### config.mk
export PLATFORM = sky130hd
export DESIGN_NAME = fp_mul_param
export DESIGN_NICKNAME = d
export VERILOG_FILES = /design/src/rtl/fp_mul_param.sv
export SDC_FILE = /design/constraint.sdc
export NUM_CORES = 2
export LEC_CHECK = 0
export BUFFER_PORTS_ARGS = -buffer_cell sky130_fd_sc_hd__buf_2
export CAP_MARGIN = 30
export CORE_MARGIN = 10
export CORE_UTILIZATION = 55
export CTS_BUF_LIST = sky130_fd_sc_hd__clkbuf_8 sky130_fd_sc_hd__clkbuf_16
export DETAILED_ROUTE_END_ITERATION = 7
export GPL_TIMING_DRIVEN = 0
export PLACE_DENSITY = 0.8
export SLEW_MARGIN = 10
export SYNTH_ARGS = -nofsm -noshare
export SYNTH_HDL_FRONTEND = slang
export SYNTH_SLANG_ARGS = --single-unit
### constraint.sdc
create_clock -name clk -period 24.2 [get_ports clk]
set_input_delay 1.21 -clock clk [delete_from_list [all_inputs] [get_ports clk]]
set_output_delay 1.21 -clock clk [all_outputs]
set_load 0.005 [all_outputs]
### src/rtl/fp_mul_param.sv
// Parametrised IEEE-754 binary floating-point multiplier.
// One operation at a time, fixed five-cycle latency from the accepting edge,
// subnormal inputs/outputs, four rounding modes and IEEE-style status flags.
//
// Handshake: start_i is sampled only while busy_o=0; that edge captures
// a_i/b_i/rm_i and clears the previous result. busy_o stays high from the
// cycle after acceptance until DONE ends; done_o is a single-cycle pulse in
// DONE, and product_o plus flags then hold until the next accepted start.
module fp_mul_param #(
    parameter int EXP_W = 8,
    parameter int MAN_W = 23
) (
    input  logic                   clk,
    input  logic                   rst_n,
    input  logic                   start_i,
    input  logic [EXP_W+MAN_W:0]   a_i,
    input  logic [EXP_W+MAN_W:0]   b_i,
    input  logic [1:0]             rm_i,
    output logic                   busy_o,
    output logic                   done_o,
    output logic [EXP_W+MAN_W:0]   product_o,
    output logic                   nan_o,
    output logic                   infinit_o,
    output logic                   overflow_o,
    output logic                   underflow_o,
    output logic                   inexact_o
);

    localparam int W      = 1 + EXP_W + MAN_W;
    localparam int SIG_W  = MAN_W + 1;
    localparam int PROD_W = 2 * SIG_W;
    localparam int IE_W   = EXP_W + 3;
    localparam int BIAS   = (1 << (EXP_W - 1)) - 1;

    localparam logic signed [IE_W-1:0] BIAS_E = IE_W'(BIAS);
    localparam logic signed [IE_W-1:0] ONE_E  = IE_W'(1);
    // Biased exponent whose field would be all ones: first overflowing value.
    localparam logic signed [IE_W-1:0] EMAX_E = IE_W'((1 << EXP_W) - 1);
    // Beyond this right shift every significand bit already sits in sticky.
    localparam logic signed [IE_W-1:0] SAT_SH = IE_W'(MAN_W + 3);

    localparam logic [W-1:0] QNAN = {1'b0, {EXP_W{1'b1}}, 1'b1, {(MAN_W-1){1'b0}}};

    typedef enum logic [2:0] {
        S_IDLE, S_UNPACK, S_MULT, S_NORM, S_ROUND, S_DONE
    } state_t;

    state_t state;

    // Captured operands
    logic [W-1:0] a_q, b_q;
    logic [1:0]   rm_q;

    // Unpacked operands and special-case result
    logic                   sign_q;
    logic [SIG_W-1:0]       sig_a_q, sig_b_q;
    logic signed [IE_W-1:0] exp_a_q, exp_b_q;
    logic                   special_q, spec_nan_q, spec_inf_q;
    logic [W-1:0]           spec_prod_q;

    // Product, exponent and sticky carried through MULT/NORM/ROUND
    logic [PROD_W-1:0]      prod_q;
    logic signed [IE_W-1:0] exp_q;
    logic                   sticky_q, tiny_q;

    // Normalise one operand: returns {significand with leading 1, biased exponent}.
    function automatic logic [SIG_W+IE_W-1:0] unpack_op(input logic [W-1:0] x);
        logic [EXP_W-1:0]       e;
        logic [SIG_W-1:0]       sig;
        logic signed [IE_W-1:0] ex;
        logic signed [IE_W-1:0] lz;
        logic                   found;
        e     = x[W-2:MAN_W];
        sig   = {1'b0, x[MAN_W-1:0]};
        ex    = {3'b000, e};
        lz    = '0;
        found = 1'b0;
        if (e != '0) begin
            sig[MAN_W] = 1'b1;
        end else begin
            for (int i = SIG_W - 1; i >= 0; i--) begin
                if (!found) begin
                    if (sig[i]) found = 1'b1;
                    else        lz    = lz + ONE_E;
                end
            end
            sig = sig << lz;
            ex  = ONE_E - lz;
        end
        return {sig, ex};
    endfunction

    // Operand classification and special-result selection
    logic [EXP_W-1:0] ea_f, eb_f;
    logic             a_nan, a_inf, a_zero, b_nan, b_inf, b_zero;
    logic             u_sign, u_nan, u_inf, u_zero;
    logic [W-1:0]     u_spec_prod;

    // Classify both captured operands and pick the special result if any.
    always_comb begin
        ea_f   = a_q[W-2:MAN_W];
        eb_f   = b_q[W-2:MAN_W];
        a_nan  = (&ea_f) & (|a_q[MAN_W-1:0]);
        a_inf  = (&ea_f) & ~(|a_q[MAN_W-1:0]);
        a_zero = (ea_f == '0) & ~(|a_q[MAN_W-1:0]);
        b_nan  = (&eb_f) & (|b_q[MAN_W-1:0]);
        b_inf  = (&eb_f) & ~(|b_q[MAN_W-1:0]);
        b_zero = (eb_f == '0) & ~(|b_q[MAN_W-1:0]);
        u_sign = a_q[W-1] ^ b_q[W-1];
        u_nan  = a_nan | b_nan | (a_inf & b_zero) | (b_inf & a_zero);
        u_inf  = ~u_nan & (a_inf | b_inf);
        u_zero = ~u_nan & ~u_inf & (a_zero | b_zero);
        if (u_nan)      u_spec_prod = QNAN;
        else if (u_inf) u_spec_prod = {u_sign, {EXP_W{1'b1}}, {MAN_W{1'b0}}};
        else            u_spec_prod = {u_sign, {(W-1){1'b0}}};
    end

    // Normalisation of the raw product
    logic [PROD_W-1:0]      n_prod, n_mask;
    logic signed [IE_W-1:0] n_exp, n_def, n_sh;
    logic                   n_sticky, n_tiny;

    // Fold a product in [2,4) down to [1,2), then denormalise tiny results.
    always_comb begin
        n_prod   = prod_q;
        n_exp    = exp_q;
        n_sticky = 1'b0;
        n_def    = '0;
        n_sh     = '0;
        n_mask   = '0;
        if (prod_q[PROD_W-1]) begin
            n_sticky = prod_q[0];
            n_prod   = prod_q >> 1;
            n_exp    = exp_q + ONE_E;
        end
        n_tiny = (n_exp < ONE_E);
        if (n_tiny) begin
            n_def    = ONE_E - n_exp;
            n_sh     = (n_def > SAT_SH) ? SAT_SH : n_def;
            n_mask   = ~({PROD_W{1'b1}} << n_sh);
            n_sticky = n_sticky | (|(n_prod & n_mask));
            n_prod   = n_prod >> n_sh;
            n_exp    = ONE_E;
        end
    end

    // Rounding and result packing
    logic [SIG_W-1:0]       r_mant;
    logic [SIG_W:0]         r_mant_inc;
    logic                   r_g, r_r, r_s, r_inexact, r_inc, r_ovf, r_to_inf;
    logic signed [IE_W-1:0] r_exp;
    logic [W-1:0]           r_prod;

    // Round the normalised significand and resolve overflow saturation.
    always_comb begin
        r_mant    = prod_q[PROD_W-2 -: SIG_W];
        r_g       = prod_q[SIG_W-2];
        r_r       = prod_q[SIG_W-3];
        r_s       = sticky_q | (|prod_q[SIG_W-4:0]);
        r_inexact = r_g | r_r | r_s;
        case (rm_q)
            2'b00:   r_inc = r_g & (r_r | r_s | r_mant[0]);
            2'b10:   r_inc = r_inexact & ~sign_q;
            2'b11:   r_inc = r_inexact & sign_q;
            default: r_inc = 1'b0;
        endcase
        r_mant_inc = {1'b0, r_mant} + {{SIG_W{1'b0}}, r_inc};
        r_exp      = exp_q;
        if (r_mant_inc[SIG_W]) begin
            r_mant_inc = r_mant_inc >> 1;
            r_exp      = exp_q + ONE_E;
        end
        r_ovf    = (r_exp >= EMAX_E);
        r_to_inf = (rm_q == 2'b00) | ((rm_q == 2'b10) & ~sign_q) | ((rm_q == 2'b11) & sign_q);
        if (r_ovf && r_to_inf)
            r_prod = {sign_q, {EXP_W{1'b1}}, {MAN_W{1'b0}}};
        else if (r_ovf)
            r_prod = {sign_q, {(EXP_W-1){1'b1}}, 1'b0, {MAN_W{1'b1}}};
        else
            // A clear hidden bit means subnormal or zero: exponent field 0.
            r_prod = {sign_q, r_mant_inc[MAN_W] ? r_exp[EXP_W-1:0] : {EXP_W{1'b0}},
                      r_mant_inc[MAN_W-1:0]};
    end

    // Datapath pipeline registers, advanced one step per FSM state.
    always_ff @(posedge clk or negedge rst_n) begin
        if (!rst_n) begin
            a_q         <= '0;
            b_q         <= '0;
            rm_q        <= '0;
            sign_q      <= 1'b0;
            sig_a_q     <= '0;
            sig_b_q     <= '0;
            exp_a_q     <= '0;
            exp_b_q     <= '0;
            special_q   <= 1'b0;
            spec_nan_q  <= 1'b0;
            spec_inf_q  <= 1'b0;
            spec_prod_q <= '0;
            prod_q      <= '0;
            exp_q       <= '0;
            sticky_q    <= 1'b0;
            tiny_q      <= 1'b0;
        end else begin
            case (state)
                S_IDLE: begin
                    if (start_i) begin
                        a_q  <= a_i;
                        b_q  <= b_i;
                        rm_q <= rm_i;
                    end
                end
                S_UNPACK: begin
                    sign_q               <= u_sign;
                    {sig_a_q, exp_a_q}   <= unpack_op(a_q);
                    {sig_b_q, exp_b_q}   <= unpack_op(b_q);
                    special_q            <= u_nan | u_inf | u_zero;
                    spec_nan_q           <= u_nan;
                    spec_inf_q           <= u_inf;
                    spec_prod_q          <= u_spec_prod;
                end
                S_MULT: begin
                    prod_q <= {{SIG_W{1'b0}}, sig_a_q} * {{SIG_W{1'b0}}, sig_b_q};
                    exp_q  <= exp_a_q + exp_b_q - BIAS_E;
                end
                S_NORM: begin
                    prod_q   <= n_prod;
                    exp_q    <= n_exp;
                    sticky_q <= n_sticky;
                    tiny_q   <= n_tiny;
                end
                default: ;
            endcase
        end
    end

    // Control FSM with registered busy/done and result/flag outputs.
    always_ff @(posedge clk or negedge rst_n) begin
        if (!rst_n) begin
            state       <= S_IDLE;
            busy_o      <= 1'b0;
            done_o      <= 1'b0;
            product_o   <= '0;
            nan_o       <= 1'b0;
            infinit_o   <= 1'b0;
            overflow_o  <= 1'b0;
            underflow_o <= 1'b0;
            inexact_o   <= 1'b0;
        end else begin
            case (state)
                S_IDLE: begin
                    if (start_i) begin
                        state       <= S_UNPACK;
                        busy_o      <= 1'b1;
                        product_o   <= '0;
                        nan_o       <= 1'b0;
                        infinit_o   <= 1'b0;
                        overflow_o  <= 1'b0;
                        underflow_o <= 1'b0;
                        inexact_o   <= 1'b0;
                    end
                end
                S_UNPACK: state <= S_MULT;
                S_MULT:   state <= S_NORM;
                S_NORM:   state <= S_ROUND;
                S_ROUND: begin
                    state  <= S_DONE;
                    done_o <= 1'b1;
                    if (special_q) begin
                        product_o   <= spec_prod_q;
                        nan_o       <= spec_nan_q;
                        infinit_o   <= spec_inf_q;
                        overflow_o  <= 1'b0;
                        underflow_o <= 1'b0;
                        inexact_o   <= 1'b0;
                    end else begin
                        product_o   <= r_prod;
                        nan_o       <= 1'b0;
                        infinit_o   <= 1'b0;
                        overflow_o  <= r_ovf;
                        underflow_o <= tiny_q & r_inexact & ~r_ovf;
                        inexact_o   <= r_inexact | r_ovf;
                    end
                end
                S_DONE: begin
                    state  <= S_IDLE;
                    done_o <= 1'b0;
                    busy_o <= 1'b0;
                end
                default: begin
                    state  <= S_IDLE;
                    busy_o <= 1'b0;
                    done_o <= 1'b0;
                end
            endcase
        end
    end

endmodule

==> flow_summary.yaml <==
outcome:
  outcome: "finished, final reports clean"
cells_and_area:
  drive_above_1_share_pct: 7.34
  final_core_utilization_pct: 59.6
  areaGrowthSynthToFinish_pct: 7.20
  finish.net_count: 6269
placed_design:
  count_of_buffers_from_port_buffering: 107
  globalplace.congestion: 1.01
  place_worst_setup_slack_ns: 7.91
  dpl.hpwl_microns: 137000
yosys:
  ys_top_cells_by_count: "sky130_fd_sc_hd__nand2_1 (809), sky130_fd_sc_hd__inv_1 (570), sky130_fd_sc_hd__fa_1 (483)"
  synth_async_sr_flop_share_pct: 100
  synth.largest_area_cell: "sky130_fd_sc_hd__fa_1"
  synth_area_sq_um: 43100
  most_frequent_cell_after_synthesis: "sky130_fd_sc_hd__nand2_1"
  synth_enable_flop_cells: 0
  postSynth.topFlopCell: "sky130_fd_sc_hd__dfrtp_1"
  syn_area_per_cell_sq_um: 8.10
  ys_seq_elements: 245
  mappedNetlistNets: 6119
  synth-warning-count: 0
  synth.distinct_cells: 127
  synth.top_cells.by_area: "sky130_fd_sc_hd__fa_1 (22%), sky130_fd_sc_hd__dfrtp_1 (14%), sky130_fd_sc_hd__nand2_1 (7.0%)"
  synthCells: 5329
  synthDominantCellAreaShare_pct: 22.4
  yosysSeqAreaShare_pct: 14.2
cts:
  htree_num_levels: 1
  clock-root-buffer: "sky130_fd_sc_hd__clkbuf_16"
  hold_buffers: 0
  clk_pin_slew_worst_paths_ns: 0.06
  clockBufferDepth: 3
  cts_tree: "yes"
  cts_repair_resize_count: 0
  worstSkewPairLatency_ns: 0.60
  post_cts_buffers: 0
  tritoncts.num_buffers: 30
  cts_num_sinks: 245
sta:
  finalHoldViolations: 0
  drv_slew: 0
  slew_headroom_pct: 23.7
  worst_hold_slack_ns: 0.480
  timing.final.crit_share_pct: 68.2
  final.setup.worst_slack_ns: 7.68
  max_slew.worst_pin.slew_ns: 1.14
  finalSetupViolCount: 0
  fin_setup_tns_ns: 0
  fin_skew_ns: 0.0170
  rsz_0062_raised_after_global_routing: "false"
  max_freq_mhz: 60.5
  min_period_ns: 16.52
detailed_routing:
  detail-route-antenna-nets: 0
  drcViolationCount: 0
  via_to_cell_ratio: 6.37
  routed_wl_microns: 168000
  wire_per_inst_microns: 25.6
  first_iter_violations: 4270
  vias: 41666
  drtPass1Iterations: 8
run:
  drv.max_cap_violation_count: 0
hold_path:
  min_path_type: "register to register"
  min_to: "product_o[29]"
  min_path_cells: 2
  min_from: "product_o[29]"
global_route:
  antenna_violations_before_repair: 9
  all_layer_gr_usage_pct: 36.4
  grt_max_degree: 111
  grt_pass1_vias: 41674
  globalRoute.totalOverflow: 0
  grt_first_pass_wirelength_microns: 253000
worst_setup_path:
  critPathCaptureType: "register"
  cp.required_ns: 24.74
  worstReg2RegStart: "b_q[19]"
  r2r_cells: 77
  r2r-end: "sig_b_q[11]"
  timing.setup.critical_path_class: "register to register"
  critical_path.max_stage_delay_ns: 0.66
  ff2ff_setup_slack_ns: 7.68
  maximum_fanout_encountered_on_the_critical_timing_path: 7
  worst_path_most_repeated_cell: "sky130_fd_sc_hd__ha_1"
  worst_ep_arrival_ns: 17.05
  worst_setup_sp_type: "register"
  cp_slowest_cell: "sky130_fd_sc_hd__nor3b_1"
floorplanning:
  start_util_pct: 55.6
  die_area_sq_um: 90100
  die_y_extent_microns: 300
  core_region_area_sq_um: 77600
  die_w_microns: 300
  fp-row-count: 102
  io-pin-count: 108
## metal layers
metal  wire length, microns  global-route usage (%)
met5                    140                   0.433
met4                  10500                    19.4
met3                  16500                    8.03
met2                  76500                    58.6
met1                  64100                    45.2
## how the worst max path moves through the flow
stage / start / endpoint / slack [ns] / depth (start not counted)
6_report: b_q[19] / sig_b_q[11] / 7.68 / 77
5_1_grt: b_q[19] / sig_b_q[11] / 6.50 / 77
4_1_cts: a_q[20] / sig_a_q[2] / 7.84 / 73
3_5_place_dp: b_q[19] / sig_b_q[11] / 7.91 / 77
3_3_place_gp: b_q[19] / sig_b_q[11] / 8.08 / 77
2_1_floorplan: a_q[21] / sig_a_q[21] / 10.31 / 73
## stage by stage
stage / instances / area, sq um
after detailed placement: 6484 / 45100
after global placement: 6476 / 45000
after floorplan: 5329 / 43100
after CTS: 6539 / 46200
after global routing: 6542 / 46300
final: 6543 / 46300
## placed cells by master (no fill, tap or decap), types with 15 or more instances in the layout
master	count
sky130_fd_sc_hd__mux2i_1	148
sky130_fd_sc_hd__clkbuf_1	298
sky130_fd_sc_hd__a211oi_1	24
sky130_fd_sc_hd__or3_1	29
sky130_fd_sc_hd__ha_1	238
sky130_fd_sc_hd__nand3_1	95
sky130_fd_sc_hd__nand2_1	809
sky130_fd_sc_hd__xor2_1	66
sky130_fd_sc_hd__nand4_1	39
sky130_fd_sc_hd__and3_1	32
sky130_fd_sc_hd__o22ai_1	32
sky130_fd_sc_hd__a21oi_1	269
sky130_fd_sc_hd__or2_2	20
sky130_fd_sc_hd__mux2_2	112
sky130_fd_sc_hd__buf_2	128
sky130_fd_sc_hd__buf_1	25
sky130_fd_sc_hd__nor2_1	353
sky130_fd_sc_hd__nor2b_1	29
sky130_fd_sc_hd__and2_1	218
sky130_fd_sc_hd__o31ai_1	15
sky130_fd_sc_hd__fa_1	483
sky130_fd_sc_hd__xnor2_1	124
sky130_fd_sc_hd__o211ai_1	43
sky130_fd_sc_hd__a22o_1	20
sky130_fd_sc_hd__clkbuf_16	30
sky130_fd_sc_hd__nand2b_1	44
sky130_fd_sc_hd__a221oi_1	31
sky130_fd_sc_hd__o21a_1	22
sky130_fd_sc_hd__a222oi_1	15
sky130_fd_sc_hd__inv_1	570
sky130_fd_sc_hd__nor3_1	110
sky130_fd_sc_hd__a21o_1	40
sky130_fd_sc_hd__o21ai_0	285
sky130_fd_sc_hd__a31oi_1	38
sky130_fd_sc_hd__nor4_1	45
sky130_fd_sc_hd__dfrtp_1	245
sky130_fd_sc_hd__o21bai_1	24
## final cells by class
| class | count | area, sq um |
|---|---|---|
| Antenna cell | 1 | 2.50 |
| Buffer | 349 | 1360 |
| Clock buffer | 34 | 806 |
| Clock inverter | 21 | 310 |
| Fill cell | 7182 | 31300 |
| Inverter | 573 | 2150 |
| Multi-Input combinational cell | 4162 | 33500 |
| Sequential cell | 245 | 6130 |
| Tap cell | 1040 | 1300 |
| Timing Repair Buffer | 118 | 686 |
## flip-flops by register name, summed over array words and instances, names as in the netlist, 2 cells and up
register / cells
prod_q: 48
a_q: 32
b_q: 32
product_o: 32
sig_a_q: 24
sig_b_q: 24
exp_a_q: 11
exp_b_q: 11
exp_q: 11
spec_prod_q: 3
state: 3
rm_q: 2
## critical path: cells and delay by family (launching register included)
family | cells | cell delay [ns]
mux | 13 | 2.13
fa+ha+maj | 18 | 5.49
simple gates | 22 | 3.56
buf+inv | 4 | 0.71
xor+xnor | 2 | 0.37
flops | 1 | 0.49
compound gates | 18 | 3.70
## logic make-up (layout without fill, tap and decap cells)
logic type / Yosys count / in the layout / share of synthesized area [%]
multiplexers: 263 / 263 / 6.47
buffers and inverters: 922 / 1095 / 8.13
AO/OA/AOI/OAI: 1067 / 1067 / 16.2
flip-flops: 245 / 245 / 14.2
other: 0 / 1 / 0
AND/OR/NAND/NOR: 1891 / 1891 / 20.5
XOR/XNOR: 212 / 212 / 4.91
adder cells (fa/ha/maj): 729 / 729 / 29.5
Power is not shown: default switching activity piles up to over one toggle a cycle in this logic, so the estimate is an artifact.
